`src/rtl/inst_fetch_unit.sv`:
```
// Instruction fetch: BRAM address generation, in-flight read
// tracking, output FIFO and PC redirect handling.
module inst_fetch_unit #(
  parameter int          ADDR_W    = 14,
  parameter int          MEM_LAT   = 2,
  parameter int          BUF_DEPTH = 4,
  parameter logic [31:0] RESET_PC  = 32'h0000_0000
) (
  input  logic              clk,
  input  logic              rstn,
  input  logic              redirect,
  input  logic [31:0]       redirect_pc,
  input  logic              stall,
  output logic              mem_en,
  output logic [ADDR_W-1:0] mem_addr,
  input  logic [31:0]       mem_rdata,
  output logic [31:0]       inst,
  output logic [31:0]       inst_pc,
  output logic              inst_valid,
  output logic              misaligned
);

  localparam int PW = $clog2(BUF_DEPTH);
  localparam int CW = PW + 2;

  typedef enum logic [1:0] {
    S_IDLE,
    S_RUN,
    S_ERR
  } state_t;

  state_t      r_state;
  state_t      w_next;
  logic [31:0] r_fpc;

  logic [MEM_LAT-1:0] r_fl_v;
  logic [31:0]        r_fl_pc [MEM_LAT];

  logic [31:0] r_fifo_d  [BUF_DEPTH];
  logic [31:0] r_fifo_pc [BUF_DEPTH];
  logic [PW:0] r_wptr;
  logic [PW:0] r_rptr;

  logic          w_mis;
  logic          w_flush;
  logic          w_push;
  logic          w_pop;
  logic          w_empty;
  logic          w_full;
  logic [PW:0]   w_fcnt;
  logic [CW-1:0] w_infl;
  logic          w_credit;

  assign w_mis   = (redirect_pc[1:0] != 2'b00);
  assign w_fcnt  = r_wptr - r_rptr;
  assign w_empty = (w_fcnt == '0);
  assign w_full  = (w_fcnt == (PW+1)'(BUF_DEPTH));

  // Count reads still travelling through the BRAM pipeline
  always_comb begin
    w_infl = '0;
    for (int i = 0; i < MEM_LAT; i++)
      w_infl = w_infl + CW'(r_fl_v[i]);
  end

  assign w_credit = (w_infl + CW'(w_fcnt)) < CW'(BUF_DEPTH);

  // State register
  always_ff @(posedge clk or negedge rstn) begin
    if (!rstn) r_state <= S_IDLE;
    else       r_state <= w_next;
  end

  // Next-state logic; a redirect's alignment picks RUN or ERR
  always_comb begin
    w_next = r_state;
    unique case (r_state)
      S_IDLE: begin
        if (redirect && w_mis) w_next = S_ERR;
        else                   w_next = S_RUN;
      end
      S_RUN: begin
        if (redirect && w_mis) w_next = S_ERR;
      end
      S_ERR: begin
        if (redirect && !w_mis) w_next = S_RUN;
      end
      default: w_next = S_IDLE;
    endcase
  end

  // Outputs: issue only in RUN, with credit, and never on a redirect
  always_comb begin
    mem_en     = 1'b0;
    misaligned = 1'b0;
    unique case (r_state)
      S_RUN:   mem_en     = w_credit && !redirect;
      S_ERR:   misaligned = 1'b1;
      default: mem_en     = 1'b0;
    endcase
  end

  assign mem_addr = mem_en ? r_fpc[ADDR_W+1:2] : '0;

  assign w_flush = redirect || (r_state == S_ERR);
  assign w_push  = r_fl_v[MEM_LAT-1] && !w_flush;
  assign w_pop   = !w_empty && !stall && !w_flush;

  // Fetch PC: redirect target wins over sequential advance
  always_ff @(posedge clk or negedge rstn) begin
    if (!rstn)         r_fpc <= RESET_PC;
    else if (redirect) r_fpc <= redirect_pc;
    else if (mem_en)   r_fpc <= r_fpc + 32'd4;
  end

  // In-flight shift register, aligned with the BRAM latency
  always_ff @(posedge clk or negedge rstn) begin
    if (!rstn) begin
      r_fl_v <= '0;
      for (int i = 0; i < MEM_LAT; i++)
        r_fl_pc[i] <= '0;
    end else begin
      r_fl_v[0]  <= mem_en && !w_flush;
      r_fl_pc[0] <= r_fpc;
      for (int i = 1; i < MEM_LAT; i++) begin
        r_fl_v[i]  <= r_fl_v[i-1] && !w_flush;
        r_fl_pc[i] <= r_fl_pc[i-1];
      end
    end
  end

  // Output FIFO pointers; a flush empties it outright
  always_ff @(posedge clk or negedge rstn) begin
    if (!rstn) begin
      r_wptr <= '0;
      r_rptr <= '0;
    end else if (w_flush) begin
      r_wptr <= '0;
      r_rptr <= '0;
    end else begin
      if (w_push) r_wptr <= r_wptr + 1'b1;
      if (w_pop)  r_rptr <= r_rptr + 1'b1;
    end
  end

  // Output FIFO storage: returned word paired with its PC
  always_ff @(posedge clk or negedge rstn) begin
    if (!rstn) begin
      for (int i = 0; i < BUF_DEPTH; i++) begin
        r_fifo_d[i]  <= '0;
        r_fifo_pc[i] <= '0;
      end
    end else if (w_push) begin
      r_fifo_d[r_wptr[PW-1:0]]  <= mem_rdata;
      r_fifo_pc[r_wptr[PW-1:0]] <= r_fl_pc[MEM_LAT-1];
    end
  end

  assign inst_valid = !w_empty;
  assign inst       = w_empty ? '0 : r_fifo_d[r_rptr[PW-1:0]];
  assign inst_pc    = w_empty ? '0 : r_fifo_pc[r_rptr[PW-1:0]];

  a_no_overflow: assert property (
    @(posedge clk) disable iff (!rstn) !(w_push && w_full)
  );

endmodule

```
`config.mk`:
```
export PLATFORM = sky130hd
export DESIGN_NAME = inst_fetch_unit
export DESIGN_NICKNAME = d
export VERILOG_FILES = /design/src/rtl/inst_fetch_unit.sv
export SDC_FILE = /design/constraint.sdc
export NUM_CORES = 1
export LEC_CHECK = 0
export CAP_MARGIN = 20
export CORE_ASPECT_RATIO = 0.9
export CORE_MARGIN = 8
export CORE_UTILIZATION = 25
export DETAILED_ROUTE_END_ITERATION = 7
export PLACE_DENSITY = 0.39
export SETUP_SLACK_MARGIN = 0.05
export SLEW_MARGIN = 20
export SYNTH_ARGS = -nofsm -noshare
export SYNTH_HDL_FRONTEND = slang
export SYNTH_SLANG_ARGS = --single-unit
```
`constraint.sdc`:
```
create_clock -name clk -period 5.05 [get_ports clk]
set_input_delay 1.01 -clock clk [delete_from_list [all_inputs] [get_ports clk]]
set_output_delay 1.01 -clock clk [all_outputs]
set_load 0.01 [all_outputs]
```
* Yosys cells after proc, flatten, opt, wreduce, memory -nomap -nowiden *
Cells that the tools add are included.

cells by class
  add/subtract/negate cells = 6
  order comparisons = 4
  eq/ne operators = 4
  mux-type cells = 25
  bitwise operators = 2
  reductions and logical operators = 22

operators by type and width
  cell                     number
  $mux W32                 9
  $bwmux W128              2
  $bmux W32 S2             2
  $demux W32 S2            1
  $add A32 B3 Y32 const B  1
  $mux W14                 1
  $mux W3                  4
  $logic_and A1 B1 Y1      9
  $reduce_bool A2 Y1       4
  $add A3 B1 Y3 const B    2
  $ge A3 B3 Y1 const B     2
  $mux W2                  3
  $not A2 Y3               2
  $pmux W2 S3              1
  $logic_not A1 Y1         5
  $add A2 B3 Y4            1
  $lt A4 B3 Y1 const B     1
  $ne A2 B2 Y1 const B     2
  $logic_not A3 Y1         1
  $lt A3 B1 Y1 const B     1
  $sub A3 B3 Y3            1
  $add A1 B1 Y2            1
  $eq A2 B1 Y1 const B     1
  $eq A2 B2 Y1 const B     1
  4 further kinds          5

word-level totals
  bits in registers = 362
  input port bits = 68
  output and inout bits = 81
  logic and storage cells = 78

* Longest topological paths before layout *
Gate-level depths: netlist (run 1).

  depth after elaboration = 7
  mapped depth = 11
  depth with buffers taken out = 10

* Worst setup path before layout (run 1) *
No wires, ideal clock.

  kind = reg-to-output
  start = reg r_wptr[0]
  end = out inst[10]
  data arrival time = 2097 ps
  data required time = 4040 ps
  setup slack = 1943 ps
  cell stages (with the launch flop) = 9
  buffers on the path = 2
  cell sequence = dfrtp_1 inv_1 ha_1 fa_1 xnor3_1 and3_1 buf_2 clkbuf_1 nor2b_1

between the ends
  longest elaborated chain between the ends = 3

RTL lines
  what                    line  RTL
  start, declared         41    logic [PW:0] r_wptr;
  start signal, assigned  141   if (w_push) r_wptr <= r_wptr + 1'b1;
  $sub A3 B3 Y3           55    assign w_fcnt = r_wptr - r_rptr;
  $logic_not A3 Y1        56    assign w_empty = (w_fcnt == '0);
  $mux W32                160   assign inst = w_empty ? '0 : r_fifo_d[r_rptr[PW-1:0]];
  end, declared           17    output logic [31:0] inst,

Every way passes these cells.

* Worst setup path after layout (run 1) *
Same ends and word-level chain as after synthesis.

==> impl_summary.md, run 1 <==
Placed design
The congestion estimate from routability-driven global placement came to 0.690. The detailed placement HPWL is 24.9 mm. The count of buffers added on input and output ports is 148. Timing analysis after detailed placement gives a worst setup slack of 1.24 ns. Counting tap cells, the placed design contains a total of 1936 instances.

Die
For this design the top-level I/O count stands at 149. The die is 253 um tall. For this configuration, the core starts out at a cell density of 0.254. The region available for standard cell placement spans 61300 sq um. From left edge to right edge, the die measures 279 um.

The die covers 70400 sq um. After floorplanning, the core was divided into 86 placement rows.

Clock tree
The worst-case clock buffer depth is 3. The later pin in the worst-skew pair is clocked with a latency of 0.56 ns. The number of gates resized after CTS is 0. The number of CTS-inserted buffers is 45. The root cell of the clock tree is sky130_fd_sc_hd__clkbuf_16. The clock slew seen by the registers of the worst setup and hold paths is 0.06 ns.

The clock tree synthesis step divided the H-tree into 2 levels. Buffers added to address setup during post-CTS repair amount to 0. Buffers inserted to repair hold after CTS numbered 0.

For this design, the sink count on the clock tree is 362. The CTS tree is built.

Timing
The final-report max-slew violation count is 0. The transition time at the pin with the least slew margin is 0.851 ns. The final hold violation count was 0. The worst-case clock skew is 0.0183 ns.

The clock period could shrink to 4.32 ns. The highest achievable clock rate is 231 MHz. The setup total negative slack is 0 ns.

Setup slack on the critical path of the routed design comes to 0.728 ns. Setup violations remaining at the end of the flow were counted as 0. The worst slew slack as a fraction of its limit is 0.432. Setup repair after global routing left no endpoint under its margin. The final critical-path share of the clock period is 0.856.

Setup path
The start-to-end type of the worst setup path is flip-flop to primary output. On the worst path, the slowest cell contributes a delay of 0.49 ns. For this design, the slowest cell found on the critical path is sky130_fd_sc_hd__and3_4.

For the worst setup path, the data required time is 4.04 ns. The critical path starts at r_wptr[0]$_DFFE_PN0P_. The reg-to-reg critical path endpoint is r_fpc[18]$_DFFE_PN0P_. The path depth of the worst reg2reg path is 11. The setup check on the worst reg-to-reg path leaves a slack of 2.04 ns. Traced cell by cell, the critical path runs through inv_1, ha_1, fa_1, xnor3_1, and3_4, buf_12, nor2b_1, clkdlybuf4s50_1. The launching element type of the critical path is a flip-flop. The top cell family by delay on the critical path is buffers and inverters. The critical path capture point type is a primary output. The worst register-to-register path begins at r_wptr[0]$_DFFE_PN0P_.

The data arrival time of the critical path is 3.31 ns. Along the worst path, the maximum fanout reaches 41. The number of buffers and inverters on the critical path is 3.

Route
After detailed routing, the average wire length per cell comes to 20.2 um. The DRC violation count after routing is 0. The first routing iteration left 371 violations.

The routed layout has 9096 vias. The detailed-route wire length is 40.7 mm. Using the TritonRoute via totals, the vias-per-cell ratio works out to 4.51. The routed design uses 20.0 mm of met2 wire.

The first TritonRoute pass finished after 4 iterations. The detailed-routed wire length on met3 is 1.35 mm. The detailed router put a total of 18.4 mm of wire on met1. Once detail routing completed, the nets flagged for antenna violations numbered 0.

The highest metal layer carrying signal wires in the routed design is met5.

GRT
After global routing the overflow that remains totals 0. The wire length of the first global-routing pass is 64.8 mm. The total routing resource utilization after global routing is 0.118. Entering global routing, the biggest net connects 102 pins.

The number of global-route vias before repair is 10424. The number of antenna violations at the first check in global routing is 2.

Pwr
VDD sags by at most 0.000188 V. The overall power is 0.00795 W. The areal power density over the cells is 408 nW/um^2. The leakage power is 8.56 nW.

Synthesis
The most used flip-flop cell after synthesis is sky130_fd_sc_hd__dfrtp_1. The share of synthesized area in the top cell type comes to 0.583. When the netlist entered floorplanning its net count stood at 1116. In the post-synthesis netlist, the biggest area contributors are sky130_fd_sc_hd__dfrtp_1 (58%), sky130_fd_sc_hd__mux2_2 (18%), sky130_fd_sc_hd__mux4_2 (9.3%), sky130_fd_sc_hd__nor2b_1 (2.6%), sky130_fd_sc_hd__buf_2 (1.0%). The register bit total from synthesis is 362. The post-synth design cell area is 15500 sq um.

For this run, asynchronously set or reset flops after synthesis account for 1.00. The yosys synthesis warning count is 0. The share of the Yosys chip area taken by registers is 0.583. Yosys mapped a number of flops with a built-in enable equal to 0.

Counting every instance in the synthesized netlist gives 1039. After synthesis, the mean cell area works out to 15.0 sq um. The cell type contributing the most total cell area after synthesis is sky130_fd_sc_hd__dfrtp_1.

The synthesized netlist contains 49 unique library cells.

Finish
In the final layout, the share of cells above drive strength 1 is 0.346. In the layout the commonest cells are sky130_fd_sc_hd__dfrtp_1 (360), sky130_fd_sc_hd__mux2_2 (254), sky130_fd_sc_hd__clkdlybuf4s50_1 (146). The post-layout utilization of the core is 0.317.

The layout overhead on the synthesized area is 25.2%. The count of placed standard cells in the final layout, fillers left out is 2015. The number of nets at the end of the flow is 1268. The leading cell type in the layout, fill and taps excluded is sky130_fd_sc_hd__dfrtp_1.

The count of inserted antenna diode cells is 0.

Min path
The worst hold path begins at r_fl_pc[50]$_DFF_PN0_. The worst hold path terminates at r_fl_pc[18]$_DFF_PN0_. The cell depth of the worst hold path is 0. The class of the worst hold path is flip-flop to flip-flop.

Job
The max-cap violation count is 0.

Status
The flow ran to the end, and the final reports show no timing, DRC or antenna violations.
## per-layer routing
| layer | global-route usage | up-vias |
|---|---|---|
| li1 | - | 4097 |
| met1 | 0.153 | 4817 |
| met2 | 0.196 | 113 |
| met3 | 0.0224 | 65 |
| met4 | 0.0383 | 4 |
| met5 | 0 | - |
## final cells by class
type	count	area (sq um)
clock buffers	69	1360
clock inverters	10	135
fillers	6057	41900
inverters	10	37.5
multi-input cells	605	6200
flip-flops and latches	362	9070
well taps	792	991
repair buffers	167	1670
## metrics by stage
step / hold WS (ns) / cell area (sq um)
6_report: 0.343 / 19500
5_1_grt: 0.350 / 19500
4_1_cts: 0.347 / 19500
3_5_place_dp: 0.335 / 18000
3_3_place_gp: 0.335 / 18000
2_1_floorplan: 0.331 / 15500
## report_power, final
group / total, W / switching [W] / internal [W]
registers: 0.00349 / 0.000231 / 0.00326
clock network: 0.00323 / 0.00123 / 0.00200
logic: 0.00123 / 0.000509 / 0.000718
## cells in the mapped netlist, types with 2 or more instances
| master | number |
|---|---|
| sky130_fd_sc_hd__a21oi_1 | 9 |
| sky130_fd_sc_hd__a31oi_1 | 7 |
| sky130_fd_sc_hd__a41oi_1 | 3 |
| sky130_fd_sc_hd__and2_0 | 2 |
| sky130_fd_sc_hd__and2_1 | 17 |
| sky130_fd_sc_hd__and3_1 | 6 |
| sky130_fd_sc_hd__buf_2 | 32 |
| sky130_fd_sc_hd__buf_4 | 6 |
| sky130_fd_sc_hd__clkbuf_1 | 24 |
| sky130_fd_sc_hd__dfrtp_1 | 362 |
| sky130_fd_sc_hd__ha_1 | 8 |
| sky130_fd_sc_hd__inv_1 | 9 |
| sky130_fd_sc_hd__mux2_1 | 5 |
| sky130_fd_sc_hd__mux2_2 | 254 |
| sky130_fd_sc_hd__mux2i_1 | 3 |
| sky130_fd_sc_hd__mux4_2 | 64 |
| sky130_fd_sc_hd__nand2_1 | 39 |
| sky130_fd_sc_hd__nand3_1 | 19 |
| sky130_fd_sc_hd__nand4_1 | 8 |
| sky130_fd_sc_hd__nor2_1 | 18 |
| sky130_fd_sc_hd__nor2b_1 | 65 |
| sky130_fd_sc_hd__o211ai_1 | 9 |
| sky130_fd_sc_hd__o21ai_0 | 26 |
| sky130_fd_sc_hd__o21ai_1 | 2 |
| sky130_fd_sc_hd__o311ai_0 | 13 |
| sky130_fd_sc_hd__xnor2_1 | 5 |
| sky130_fd_sc_hd__xor2_1 | 2 |
## sequential cells by signal, indices dropped and copies added, names as in the netlist
signal,cells
r_fl_pc,64
r_wptr,3
r_fpc,32
r_fl_v,2
r_fifo_d,128
r_rptr,3
r_fifo_pc,128
r_state,2
## logic make-up after synthesis
group	count (synthesis)	share of synthesized area
AO/OA/AOI/OAI	75	0.0327
XOR/XNOR	8	0.00539
adder cells (fa/ha/maj)	9	0.00772
buffers and inverters	72	0.0214
flip-flops	362	0.583
multiplexers	326	0.282
AND/OR/NAND/NOR	187	0.0681
## worst max path at each step
stage,endpoint,slack (ns),cells after the start
CTS,inst[10],0.59,8
global route,inst[10],0.50,8
floorplan,inst[10],1.94,8
finish,inst[10],0.73,8
detailed placement,inst[10],1.24,8
global placement,inst[10],1.27,8
No activity file was read; power rests on OpenSTA's default activity.
==> run 2, diff against run 1 <==
SLEW_MARGIN = not set   (was 20)
==> results of run 2 <==
Same layout as run 1: the final DEF is identical, and so are final timing and power.
